<file path="src/rtl/bus_arbiter_mux_if.sv">
// Bus-side signal bundle for bus_arbiter_mux. The slave modport is the mux side.
// BUS_ARB_PARITY_EN adds the bus_parity output.
interface bus_arbiter_mux_if #(
  parameter int NUM_SRC = 24,
  parameter int DATA_W  = 32,
  parameter int SEL_W   = 5
);
  logic [NUM_SRC*DATA_W-1:0] data_in;
  logic                      sel_en;
  logic [SEL_W-1:0]          sel;
  logic [NUM_SRC-1:0]        req;
  logic                      lock;
  logic [DATA_W-1:0]         bus_contents;
  logic                      bus_valid;
  logic [NUM_SRC-1:0]        grant;
  logic [SEL_W-1:0]          grant_idx;
  logic                      sel_err;
`ifdef BUS_ARB_PARITY_EN
  logic                      bus_parity;

  modport slave (
    input  data_in, sel_en, sel, req, lock,
    output bus_contents, bus_valid, grant, grant_idx, sel_err, bus_parity
  );
  modport master (
    output data_in, sel_en, sel, req, lock,
    input  bus_contents, bus_valid, grant, grant_idx, sel_err, bus_parity
  );
`else
  modport slave (
    input  data_in, sel_en, sel, req, lock,
    output bus_contents, bus_valid, grant, grant_idx, sel_err
  );
  modport master (
    output data_in, sel_en, sel, req, lock,
    input  bus_contents, bus_valid, grant, grant_idx, sel_err
  );
`endif
endinterface

</file>
<file path="src/rtl/bus_arbiter_mux.sv">
// Registered N-source bus mux: direct encoded select or round-robin arbitration with bounded lock.
// Optional feature macro: BUS_ARB_PARITY_EN (adds registered bus_parity).
module bus_arbiter_mux #(
  parameter int NUM_SRC  = 24,
  parameter int DATA_W   = 32,
  parameter int SEL_W    = 5,
  parameter int MAX_HOLD = 4
) (
  input logic              clk,
  input logic              clr,
  bus_arbiter_mux_if.slave bus
);
  localparam int PTR_W = (NUM_SRC > 1) ? $clog2(NUM_SRC) : 1;
  localparam int HC_W  = (MAX_HOLD > 1) ? $clog2(MAX_HOLD) : 1;

  logic [NUM_SRC-1:0][DATA_W-1:0] src;
  assign src = bus.data_in;

  logic [DATA_W-1:0]  bus_q;
  logic               vld_q;
  logic [NUM_SRC-1:0] grant_q;
  logic [SEL_W-1:0]   gidx;
  logic               err_q;
  logic [PTR_W-1:0]   ptr;
  logic [HC_W-1:0]    hold_cnt;
  logic               arb_vld;   // last cycle was a valid arbitrated grant, so lock may continue

  logic               sel_ok, lock_ok, rr_hit, ld_en, ld_lock;
  logic [PTR_W-1:0]   rr_idx;
  logic [SEL_W-1:0]   ld_idx;

  assign sel_ok  = int'(bus.sel) < NUM_SRC;
  assign lock_ok = arb_vld && bus.req[gidx] && bus.lock && (int'(hold_cnt) < MAX_HOLD-1);

  // Walk down from the farthest candidate so the nearest requester past ptr wins.
  always_comb begin : rr_search
    int j;
    j      = 0;
    rr_hit = 1'b0;
    rr_idx = '0;
    for (int k = NUM_SRC-1; k >= 0; k--) begin
      j = int'(ptr) + k;
      if (j >= NUM_SRC) j = j - NUM_SRC;
      if (bus.req[PTR_W'(j)]) begin
        rr_hit = 1'b1;
        rr_idx = PTR_W'(j);
      end
    end
  end

  always_comb begin
    ld_en   = 1'b0;
    ld_lock = 1'b0;
    ld_idx  = '0;
    if (bus.sel_en) begin
      if (sel_ok) begin
        ld_en  = 1'b1;
        ld_idx = bus.sel;
      end
    end else if (lock_ok) begin
      ld_en   = 1'b1;
      ld_lock = 1'b1;
      ld_idx  = gidx;
    end else if (rr_hit) begin
      ld_en  = 1'b1;
      ld_idx = SEL_W'(rr_idx);
    end
  end

  always_ff @(posedge clk) begin
    if (clr) begin
      bus_q    <= '0;
      vld_q    <= 1'b0;
      grant_q  <= '0;
      gidx     <= '0;
      err_q    <= 1'b0;
      ptr      <= '0;
      hold_cnt <= '0;
      arb_vld  <= 1'b0;
    end else begin
      err_q    <= bus.sel_en && !sel_ok;
      vld_q    <= ld_en;
      grant_q  <= ld_en ? (NUM_SRC'(1) << ld_idx) : '0;
      arb_vld  <= ld_en && !bus.sel_en;
      hold_cnt <= ld_lock ? hold_cnt + 1'b1 : '0;
      if (ld_en) begin
        bus_q <= src[ld_idx];
        gidx  <= ld_idx;
      end
      if (!bus.sel_en && !ld_lock && rr_hit)
        ptr <= (int'(rr_idx) == NUM_SRC-1) ? '0 : rr_idx + 1'b1;
    end
  end

  assign bus.bus_contents = bus_q;
  assign bus.bus_valid    = vld_q;
  assign bus.grant        = grant_q;
  assign bus.grant_idx    = gidx;
  assign bus.sel_err      = err_q;

`ifdef BUS_ARB_PARITY_EN
  logic par_q;
  always_ff @(posedge clk) begin
    if (clr)        par_q <= 1'b0;
    else if (ld_en) par_q <= ^src[ld_idx];
  end
  assign bus.bus_parity = par_q;
`endif
endmodule
</file>
<file path="src/flat_wrapper.sv">
// flat-port wrapper written by rule: the top's interface ports become plain ports
module bus_arbiter_mux_flat 
#(
  parameter int NUM_SRC  = 24,
  parameter int DATA_W   = 32,
  parameter int SEL_W    = 5,
  parameter int MAX_HOLD = 4
)
  (clk, clr, bus_data_in, bus_sel_en, bus_sel, bus_req, bus_lock, bus_bus_contents, bus_bus_valid, bus_grant, bus_grant_idx, bus_sel_err);
  bus_arbiter_mux_if #(.NUM_SRC(NUM_SRC), .DATA_W(DATA_W), .SEL_W(SEL_W)) bus_i ();
  input logic clk;
  input logic clr;
  input wire logic [$bits(bus_i.data_in)-1:0] bus_data_in;
  input wire logic [$bits(bus_i.sel_en)-1:0] bus_sel_en;
  input wire logic [$bits(bus_i.sel)-1:0] bus_sel;
  input wire logic [$bits(bus_i.req)-1:0] bus_req;
  input wire logic [$bits(bus_i.lock)-1:0] bus_lock;
  output wire logic [$bits(bus_i.bus_contents)-1:0] bus_bus_contents;
  output wire logic [$bits(bus_i.bus_valid)-1:0] bus_bus_valid;
  output wire logic [$bits(bus_i.grant)-1:0] bus_grant;
  output wire logic [$bits(bus_i.grant_idx)-1:0] bus_grant_idx;
  output wire logic [$bits(bus_i.sel_err)-1:0] bus_sel_err;
  assign bus_i.data_in = bus_data_in;
  assign bus_i.sel_en = bus_sel_en;
  assign bus_i.sel = bus_sel;
  assign bus_i.req = bus_req;
  assign bus_i.lock = bus_lock;
  assign bus_bus_contents = bus_i.bus_contents;
  assign bus_bus_valid = bus_i.bus_valid;
  assign bus_grant = bus_i.grant;
  assign bus_grant_idx = bus_i.grant_idx;
  assign bus_sel_err = bus_i.sel_err;
  bus_arbiter_mux #(.NUM_SRC(NUM_SRC), .DATA_W(DATA_W), .SEL_W(SEL_W), .MAX_HOLD(MAX_HOLD)) u_core (.clk(clk), .clr(clr), .bus(bus_i));
endmodule
</file>
<file path="config.mk">
export PLATFORM = sky130hd
export DESIGN_NAME = bus_arbiter_mux_flat
export DESIGN_NICKNAME = d
export VERILOG_FILES = /design/src/rtl/bus_arbiter_mux_if.sv /design/src/rtl/bus_arbiter_mux.sv /design/src/flat_wrapper.sv
export SDC_FILE = /design/constraint.sdc
export NUM_CORES = 1
export LEC_CHECK = 0
export ABC_AREA = 1
export BUFFER_PORTS_ARGS = -buffer_cell sky130_fd_sc_hd__buf_2
export CORE_AREA = 2 2 333 335
export CTS_CLUSTER_DIAMETER = 120
export DETAILED_ROUTE_END_ITERATION = 10
export DIE_AREA = 0 0 335 337
export PLACE_DENSITY = 0.37
export SLEW_MARGIN = 20
export SYNTH_ARGS = -nofsm -noshare
export SYNTH_HDL_FRONTEND = slang
export SYNTH_SLANG_ARGS = --single-unit
</file>
<file path="constraint.sdc">
create_clock -name clk -period 6.14 [get_ports clk]
set_clock_uncertainty 0.2 [all_clocks]
set_input_delay 1.228 -clock clk [delete_from_list [all_inputs] [get_ports clk]]
set_output_delay 1.228 -clock clk [all_outputs]
set_load 0.05 [all_outputs]
</file>
Yosys cells after proc, flatten, opt, wreduce, memory -nomap -nowiden

Cells that the tools add are included.

Shift operators: 1
Reductions and logical operators: 12
Equal/unequal tests: 1
Muxes and demuxes: 159
Bitwise gates (word level): 2
Add/sub/neg operators: 49
$lt $le $gt $ge: 52

Operators by type and width:

| kind                                                               | count |
|---|---|
| two-way mux 5 bit                                                  | 53 |
| < comparator 5 x 7 -> 1 bit (second input constant)                | 24 |
| binary-select mux 32 bit (select 5 bit)                            | 1 |
| greater-or-equal comparator 6 x 5 -> 1 bit (second input constant) | 23 |
| binary-select mux 1 bit (select 5 bit)                             | 25 |
| subtractor 5 x 4 -> 5 bit (second input constant)                  | 23 |
| two-way mux 1 bit                                                  | 79 |
| adder 5 x 4 -> 6 bit (second input constant)                       | 8 |
| adder 5 x 5 -> 6 bit (second input constant)                       | 8 |
| two-way mux 32 bit                                                 | 1 |
| adder 5 x 3 -> 6 bit (second input constant)                       | 4 |
| << shifter 1 x 5 -> 24 bit (first input constant)                  | 1 |
| adder 5 x 2 -> 6 bit (second input constant)                       | 2 |
| < comparator 5 x 6 -> 1 bit (second input constant)                | 2 |
| logical AND 1 bit                                                  | 7 |
| adder 5 x 1 -> 6 bit (second input constant)                       | 1 |
| adder 5 x 1 -> 5 bit (second input constant)                       | 1 |
| equality test 5 bit (second input constant)                        | 1 |
| greater-or-equal comparator 5 bit (second input constant)          | 1 |
| < comparator 5 bit (second input constant)                         | 1 |
| subtractor 5 bit (second input constant)                           | 1 |
| OR reduction 2 bit                                                 | 2 |
| zero test 1 bit                                                    | 3 |
| adder 2 x 1 -> 2 bit (second input constant)                       | 1 |
| 2 further kinds                                                    | 3 |

Bits in registers: 71
Logic and storage cells: 284
Output and inout bits: 63

Depth between registers and ports, before layout

Gate-level depths: netlist (run 1).

Depth in word-level cells: 35
Gate-level depth with buffers: 63
Gate-level depth less buffers: 59

Worst setup path before layout (run 1)

OpenSTA, ideal clock, no wires.

Path kind: reg-to-reg
Start: register u_core.ptr[2]
End: register u_core.bus_q[1] (netlist: u_core.bus.bus_contents[1])
Data required time: 5.831 ns
Slack: 1.082 ns
Arrival time: 4.749 ns
Cell stages (with the launch flop): 48
Period minus slack after synthesis: 5.058 ns
Cells stage by stage: dfxtp_1 > inv_2 > clkbuf_1 > ha_1 > xor2_2 > inv_2 > o21ai_1 > inv_1 > ha_1 > a31oi_1 > o21ai_1 > inv_1 > nor2_1 > a21oi_1 > inv_2 > o21ai_1 > a31oi_1 > nor2_1 > (+12 left out) > nand2_1 > nand2_2 > nand2_2 > nand2_4 > inv_2 > buf_6 > buf_6 > buf_6 > nand2_1 > nand2_1 > nand2_1 > nand3_1 > nand3_1 > nand2_1 > nand2_1 > nand3_1 > nand2_1 > inv_1

Cells in the longest elaborated chain, start to end: 35
Elaborated cells between the ends (all ways): 223
Those cells by class: 47 x add/sub; 24 x order compare; 152 x mux

RTL lines:

| what                                                                                    | line                  | text |
|---|---|---|
| from (decl)                                                                             | bus_arbiter_mux.sv:24 | `logic [PTR_W-1:0] ptr;` |
| from (signal assigned)                                                                  | bus_arbiter_mux.sv:91 | `ptr <= (int'(rr_idx) == NUM_SRC-1) ? '0 : rr_idx + 1'b1;` |
| adder 5 x 5 -> 6 bit                                                                    | bus_arbiter_mux.sv:42 | `j = int'(ptr) + k;` |
| subtractor 5 x 4 -> 5 bit or greater-or-equal comparator 6 x 5 -> 1 bit (tied branches) | bus_arbiter_mux.sv:43 | `if (j >= NUM_SRC) j = j - NUM_SRC;` |
| two-way mux 5 bit                                                                       | bus_arbiter_mux.sv:43 |  |
| binary-select mux 1 bit (select 5 bit)                                                  | bus_arbiter_mux.sv:44 | `if (bus.req[PTR_W'(j)]) begin` |
| two-way mux 1 bit (not written as such) (2 in series)                                   | bus_arbiter_mux.sv:44 |  |
| two-way mux 5 bit or two-way mux 1 bit (tied branches) (24 in series)                   | bus_arbiter_mux.sv:44 |  |
| two-way mux 5 bit                                                                       | bus_arbiter_mux.sv:64 | `end else if (rr_hit) begin` |
| two-way mux 5 bit                                                                       | bus_arbiter_mux.sv:60 | `end else if (lock_ok) begin` |
| two-way mux 5 bit                                                                       | bus_arbiter_mux.sv:55 | `if (bus.sel_en) begin` |
| binary-select mux 32 bit (select 5 bit)                                                 | bus_arbiter_mux.sv:87 | `bus_q <= src[ld_idx];` |
| two-way mux 32 bit (not written as such)                                                | bus_arbiter_mux.sv:87 |  |
| to (signal assigned)                                                                    | bus_arbiter_mux.sv:87 |  |
| to (decl)                                                                               | bus_arbiter_mux.sv:19 | `logic [DATA_W-1:0] bus_q;` |

Parallel ways exist; a longest one is shown, timed or not. The select of a mux whose other input is x is not followed.
A chain may end at the register's enable or synchronous reset.

Worst setup path after layout (run 1)

Start: register u_core.ptr[2]
End: register u_core.bus_q[10] (netlist: u_core.bus.bus_contents[10])

The elaborated chain is that of the path after synthesis.

==> results.ini, run 1 <==
[finish]
syn_to_final_growth_pct = 61.1
fillers = 13200
layout_common_cells = nand2_1, buf_2, buf_4
nNetsFinal = 5301
drive_gt1_share_pct = 32.2
final_common_cell = nand2_1

[logic_synthesis]
yosys_warnings = 0
synth_nets = 4234
synthArstFlopShare_pct = 0
ys_ff_latch = 71
synth_cells = 3409
yosysSeqAreaShare_pct = 8.93
syn_area_um2 = 15900
ys.flop_type = dfxtp_1
yosysUniqueCellTypes = 56
avgSynthCellArea_um2 = 4.67
synth_edf_count = 0

[placed_design]
gp_congestion = 0.940
pre_cts_ws_ns = -0.470
portBuffers = 863
post-dp-hpwl_um = 115000

[timing]
period_needed_ns = 5.82
fmax_ghz = 0.172
worst_slack_ns = 0.318
rsz0062_at_grt = true
worst_slew_pin_slew_ns = 0.839
slew-limit-headroom_pct = 44.0
report.final.slew_viol_count = 0
final.period_utilization_pct = 94.8
hold_viol = 0
fin_tns_setup_ns = 0
final-setup-viol-count = 0

[setup_path]
cp.arrival_ns = 5.91
cp.required_ns = 6.22
r2r-end = u_core.bus.bus_contents[10]
startpoint_type = flop
reg2reg_slack_ns = 0.32
crit_path_frequent_cell = nand2_1
endpoint = u_core.bus.bus_contents[10]
crit_slowest_cell = dfxtp_4
worstReg2RegStart = u_core.ptr[2]
cp_max_fo = 20
crit_start = u_core.ptr[2]
worstSetupPathType = reg2reg
r2r_cells = 41
cp-end-kind = flop
max_stage_delay_ns = 0.39

[clock_tree]
h-tree-depth = 3
clk_pin_slew_ns = 0.08
cts_tree = built
clock_latency_ns = 0.37
cts_buffers = 9
ctsHoldBuffers = 0
clockRootBuffer = clkbuf_16
clk_path_buf_depth = 2
cts.sinks = 71

[die]
die_w_um = 335
die_height_um = 337
start_util_pct = 14.5
die_area_um2 = 113000
core_area_um2 = 110000
rows = 122
num_io_pins = 864

[power]
powerDensity_nw_per_um2 = 736
leakage_nw = 15.0
irDropWorstVdd_v = 0.000244

[drt]
drt-pass1-iter-count = 6
vias_per_cell = 4.35
drcViolationCount = 0
via_count = 25800
routed_wirelength_um = 135000
wl_per_cell_um = 22.8
ant_nets = 0
drt_iter0_markers = 1733

[global_routing]
gr-usage-all-layers_pct = 22.1
grt_max_degree = 67
antenna_found_initial = 71
grt_pass1_wl_um = 177000
overflow = 0
grt_pass1_vias = 24300

[min_path]
hp-class = reg2reg

[flow_run]
drv_cap = 0

[outcome]
status = completed

==> cells in the mapped netlist, drive strengths merged, types with 2 or more instances <==
master / n / area (um^2)
a21oi: 104 / 547
clkbuf: 54 / 203
nand4: 7 / 50.1
o22ai: 2 / 18.8
nand3b: 2 / 15.0
or2: 7 / 43.8
nor4: 2 / 18.8
o21ai: 220 / 1120
o211ai: 18 / 140
nor2: 276 / 1050
o221ai: 6 / 52.6
a21boi: 4 / 30.0
nor3: 16 / 85.1
inv: 257 / 967
xor2: 14 / 153
a31oi: 8 / 56.3
o21a: 5 / 38.8
dfxtp: 71 / 1420
mux2i: 2 / 20.0
nand2: 1779 / 6720
clkinv: 3 / 11.3
xnor2: 4 / 72.6
buf: 158 / 932
nand3: 360 / 1810
ha: 24 / 300
==> how the worst min path moves through the flow <==
stage                        from            endpoint  slack [ns]  cells past startpoint
2_1_floorplan  u_core.hold_cnt[0]  u_core.hold_cnt[0]        0.20                      1
3_3_place_gp   u_core.hold_cnt[0]  u_core.hold_cnt[0]        0.21                      1
3_5_place_dp   u_core.hold_cnt[0]  u_core.hold_cnt[0]        0.22                      1
4_1_cts        u_core.hold_cnt[0]  u_core.hold_cnt[0]        0.23                      1
5_1_grt        u_core.hold_cnt[0]  u_core.hold_cnt[0]        0.25                      1
6_report       u_core.hold_cnt[0]  u_core.hold_cnt[0]        0.22                      1
==> repair_timing <==
item / in CTS / in global routing
gates resized for setup: 10 / 145
endpoints found under the hold margin: 0 / 0
setup endpoints to repair: 12 / 40
pin swaps: 0 / 20
buffers inserted: 0 / 22
gates cloned: 0 / 10
==> cell type report <==
cell class              count  area (um^2)  share of cell area, %
multi-input cells        2866        12800                   50.0
repair buffers           1268         8210                   32.0
inverters                 260         1020                   3.98
well taps                1426         1780                   6.96
flip-flops and latches     71         1430                   5.59
clock inverters             6         68.8                  0.268
diodes                     21         52.6                  0.205
clock buffers              10          239                  0.932
==> through the flow <==
| step | total power [mW] | instance area (um^2) | hold slack (ns) | std cells | utilization, % |
|---|---|---|---|---|---|
| CTS | 18.0 | 24600 | 0.226 | 5875 | 22.4 |
| global route | 20.6 | 25600 | 0.253 | 5916 | 23.4 |
| global placement | 17.4 | 24200 | 0.211 | 5859 | 22.1 |
| finish | 18.9 | 25600 | 0.221 | 5928 | 23.4 |
| floorplan | 9.58 | 15900 | 0.197 | 3409 | - |
| detailed placement | 17.2 | 24200 | 0.216 | 5859 | 22.1 |
==> worst max-delay path, delay by kind of cell (launching register included) <==
family | cells | cell delay, ns
fa+ha+maj | 1 | 0.24
flops | 1 | 0.39
simple gates | 20 | 2.51
buf+inv | 16 | 2.02
compound gates | 4 | 0.35
==> where the power goes <==
group | internal [mW] | total [mW] | switching (mW)
clock | 0.329 | 0.607 | 0.278
sequential | 0.616 | 0.775 | 0.160
combinational | 6.46 | 17.5 | 11.0
total | 7.41 | 18.9 | 11.5
==> logic make-up (layout without fill, tap and decap cells) <==
family	count (synthesis)	after routing	share of synthesized area [%]
flops	71	71	8.93
compound gates	373	373	12.9
simple gates	2449	2449	61.5
xor+xnor	18	18	1.41
other cells	0	21	0
fa+ha+maj	24	24	1.89
mux	2	2	0.126
buf+inv	472	1544	13.3
==> per-layer routing <==
metal,up-vias,GRT usage (%),part of all wire (%)
met4,32,2.80,1.3
met2,913,39.0,49
li1,12800,-,-
met5,-,0,0.16
met1,11900,28.4,44
met3,107,4.32,6.1
==> sequential cells by signal (all words and copies together), names as in the netlist <==
name and cells:
u_core.hold_cnt 2, u_core.arb_vld 1, u_core.bus.sel_err 1, u_core.bus.grant_idx 5
u_core.bus.bus_contents 32, u_core.bus.grant 24, u_core.bus.bus_valid 1, u_core.ptr 5
Note: power is estimated with default switching activity, not from simulation.
==> inputs of run 2 (changes only) <==
- ABC_AREA: 1 -> not set
- CORE_AREA: 2 2 333 335 -> 2 2 334 336
- DIE_AREA: 0 0 335 337 -> 0 0 336 338
==> run 2 against run 1 <==
  * Combinational power shrank 9%
  * First-iteration DRC count increased by 3.8%
  * Synthesized area is 0.58% higher
  * Sequential share of layout area about the same
  * Clock-buffer cell count fell by 1
  * Die area increased by 0.60%
  * Highest routed layer unchanged
  * Largest cell class unchanged
  * Sequential power is 6.3% lower
  * Non-clock buffer count down 16
  * Wire length grew 8.2%
==> results.ini, run 2 <==
[outcome]
status = completed  ; unchanged

[drt]
via_count = 21700  ; was 25800
drt-pass1-iter-count = 8  ; was 6
routed_wirelength_um = 146000  ; was 135000 um
vias_per_cell = 4.74  ; was 4.35
drt_iter0_markers = 1798  ; was 1733
drcViolationCount = 0  ; unchanged
wl_per_cell_um = 31.9  ; was 22.8 um
ant_nets = 0  ; unchanged

[logic_synthesis]
synth_common_cells = mux2i_1, nor2_1, nand2_1  ; was nand2_1, nand3_1, nor2_1
syn_area_um2 = 16000  ; was 15900 um^2
synthArstFlopShare_pct = 0  ; unchanged
synth_edf_count = 0  ; unchanged
avgSynthCellArea_um2 = 8.18  ; was 4.67 um^2
yosysUniqueCellTypes = 108  ; was 56
ys_ff_latch = 71  ; unchanged
yosysSeqAreaShare_pct = 8.88  ; was 8.93%
synth_area_leaders = mux2i_1, dfxtp_1, mux4_2  ; was nand2_1, nand3_1, dfxtp_1
yosys.area.top_type_share_pct = 27.3  ; was 41.6%
yosys_warnings = 0  ; unchanged
synth_cells = 1958  ; was 3409
synth.most_common_cell = mux2i_1  ; was nand2_1
ys.flop_type = dfxtp_1  ; unchanged
synth_nets = 2783  ; was 4234
synth_area_leader_cell = mux2i_1  ; was nand2_1

[global_routing]
gr-usage-all-layers_pct = 24.6  ; was 22.1%
antenna_found_initial = 116  ; was 71
overflow = 0  ; unchanged
grt_max_degree = 39  ; was 67
grt_pass1_wl_um = 188000  ; was 177000 um
grt_pass1_vias = 21100  ; was 24300

[placed_design]
post-dp-hpwl_um = 129000  ; was 115000 um
pre_cts_ws_ns = -0.744  ; was -0.470 ns
gp_congestion = 0.975  ; was 0.940
placed_cell_area_um2 = 24700  ; was 24200 um^2
placedCellCount = 4515  ; was 5859
portBuffers = 863  ; unchanged

[setup_path]
startpoint_type = flop  ; unchanged
cp_max_fo = 38  ; was 20
cp.arrival_ns = 6.09  ; was 5.91 ns
worstSetupPathType = reg2reg  ; unchanged
cp-end-kind = flop  ; unchanged
cp.required_ns = 6.26  ; was 6.22 ns

[timing]
worst_slew_pin_slew_ns = 0.799  ; was 0.839 ns
final.period_utilization_pct = 97.2  ; was 94.8%
period_needed_ns = 5.97  ; was 5.82 ns
slew-limit-headroom_pct = 46.4  ; was 44.0%
final-setup-viol-count = 0  ; unchanged
report.final.slew_viol_count = 0  ; unchanged
hold_viol = 0  ; unchanged
fmax_ghz = 0.168  ; was 0.172 GHz
worst_slack_ns = 0.171  ; was 0.318 ns

[die]
die_w_um = 336  ; was 335 um
core_area_um2 = 110000  ; about the same
rows = 122  ; unchanged
die_area_um2 = 114000  ; was 113000 um^2
die_height_um = 338  ; was 337 um
start_util_pct = 14.5  ; about the same
num_io_pins = 864  ; unchanged

[clock_tree]
cts_buffers = 9  ; unchanged
cts_tree = built  ; unchanged
clock_latency_ns = 0.40  ; was 0.37 ns
cts.sinks = 71  ; unchanged
h-tree-depth = 3  ; unchanged
clockRootBuffer = clkbuf_16  ; unchanged
clk_path_buf_depth = 2  ; unchanged
clk_pin_slew_ns = 0.08  ; about the same
ctsHoldBuffers = 0  ; unchanged

[finish]
largest_reg_flops = 32  ; unchanged
drive_gt1_share_pct = 48.1  ; was 32.2%
finalInstanceArea_um2 = 25400  ; was 25600 um^2
nNetsFinal = 3868  ; was 5301
layout_common_cells = buf_2, mux2i_1, buf_4  ; was nand2_1, buf_2, buf_4
final_common_cell = buf_2  ; was nand2_1
post-route-util_pct = 23.1  ; was 23.4%
fillers = 12400  ; was 13200
syn_to_final_growth_pct = 58.9  ; was 61.1%
final_cells = 4586  ; was 5928

[power]
irDropWorstVdd_v = 0.000244  ; about the same
leakage_nw = 12.5  ; was 15.0 nW
powerDensity_nw_per_um2 = 679  ; was 736 nW/um^2
total_power_mw = 17.3  ; was 18.9 mW

[min_path]
hp-class = reg2reg  ; unchanged

[flow_run]
drv_cap = 0  ; unchanged

-- run 2: cell count changes after synthesis, sizes merged, moves of 37 or more --
cell    previous run  this run
inv              257        17
a211oi             0        66
nand3b             2        39
nand2           1779       138
buf              158       109
nand3            360        56
o31ai              1        40
mux4               0        42
o21ai            220        77
nor3              16        67
mux2i              2       443
nor2             276       154
-- run 2: logic make-up (layout without fill, tap and decap cells) --
| kind of cell | after synthesis | after routing | share of synthesized area (%) |
|---|---|---|---|
| AND/OR/NAND/NOR | 593 | 593 | 18.7 |
| AO/OA/AOI/OAI | 529 | 529 | 25.9 |
| multiplexers | 508 | 508 | 35.7 |
| buffers and inverters | 200 | 1290 | 6.73 |
| flip-flops | 71 | 71 | 8.88 |
| XOR/XNOR | 33 | 33 | 2.25 |
| adder cells (fa/ha/maj) | 24 | 24 | 1.88 |
| other | 0 | 50 | 0 |
-- run 2: layout make-up --
class	instances	area (um^2)	area share (%)
antenna	50	125	0.492
clock buffer	9	225	0.885
clock inverter	7	62.6	0.246
inverter	22	82.6	0.325
multi-input combinational	1687	13800	54.3
sequential	71	1420	5.59
tap	1488	1860	7.32
timing repair buffer	1252	7860	30.9
-- run 2: worst paths after layout --
| path | from | end | slack (ns) | depth (start not counted) |
|---|---|---|---|---|
| min reg2reg | u_core.hold_cnt[0] | u_core.hold_cnt[0] | 0.24 | 1 |
| min | u_core.hold_cnt[0] | u_core.hold_cnt[0] | 0.24 | 1 |
| max | u_core.ptr[1] | u_core.bus.bus_contents[8] | 0.17 | 21 |
| max reg2reg | u_core.ptr[1] | u_core.bus.bus_contents[8] | 0.17 | 21 |
-- run 2: power breakdown --
group	switching, mW	leakage, nW	internal (mW)
registers	0.129	0.584	0.597
logic	9.16	11.8	6.79
clock network	0.309	0.140	0.284
-- run 2: worst max-delay path, cell delays in order (launching register included) --
cell and delay (ns):
dfxtp_2 0.34, inv_1 0.08, ha_1 0.33, buf_12 0.17
buf_4 0.22, mux2_2 0.36, mux4_2 0.51, and4_1 0.27
a21oi_2 0.23, nand2_1 0.20, nor4_2 0.33, buf_4 0.19
nand3_1 0.17, or3_4 0.39, and2_4 0.18, a21oi_4 0.14
buf_12 0.20, buf_12 0.25, mux2i_1 0.16, o2111a_1 0.25
a221o_1 0.42, o31ai_2 0.22
-- run 2: timing repair --
| item | CTS | global route |
|---|---|---|
| pin swaps | 2 | 1 |
| resized for setup | 9 | 38 |
| buffers inserted | 4 | 0 |
| setup endpoints to repair | 32 | 32 |
| gates cloned | 0 | 1 |
-- run 2: metrics by stage --
stage                     hold slack, ns  TNS (ns)
after detailed placement           0.220    -11.63
after floorplan                    0.205         0
after CTS                          0.238         0
final                              0.240         0
after global routing               0.258   -0.0108
after global placement             0.223    -12.89
-- run 2: routing by layer --
layer  GRT usage (%)  vias to the layer above  wire length (um)
met4            8.36                       56              5240
met2            37.7                     1084             63900
met3            8.65                      258             15000
li1                -                     9883                 -
met5            1.57                        -               320
met1            31.6                    10400             61900
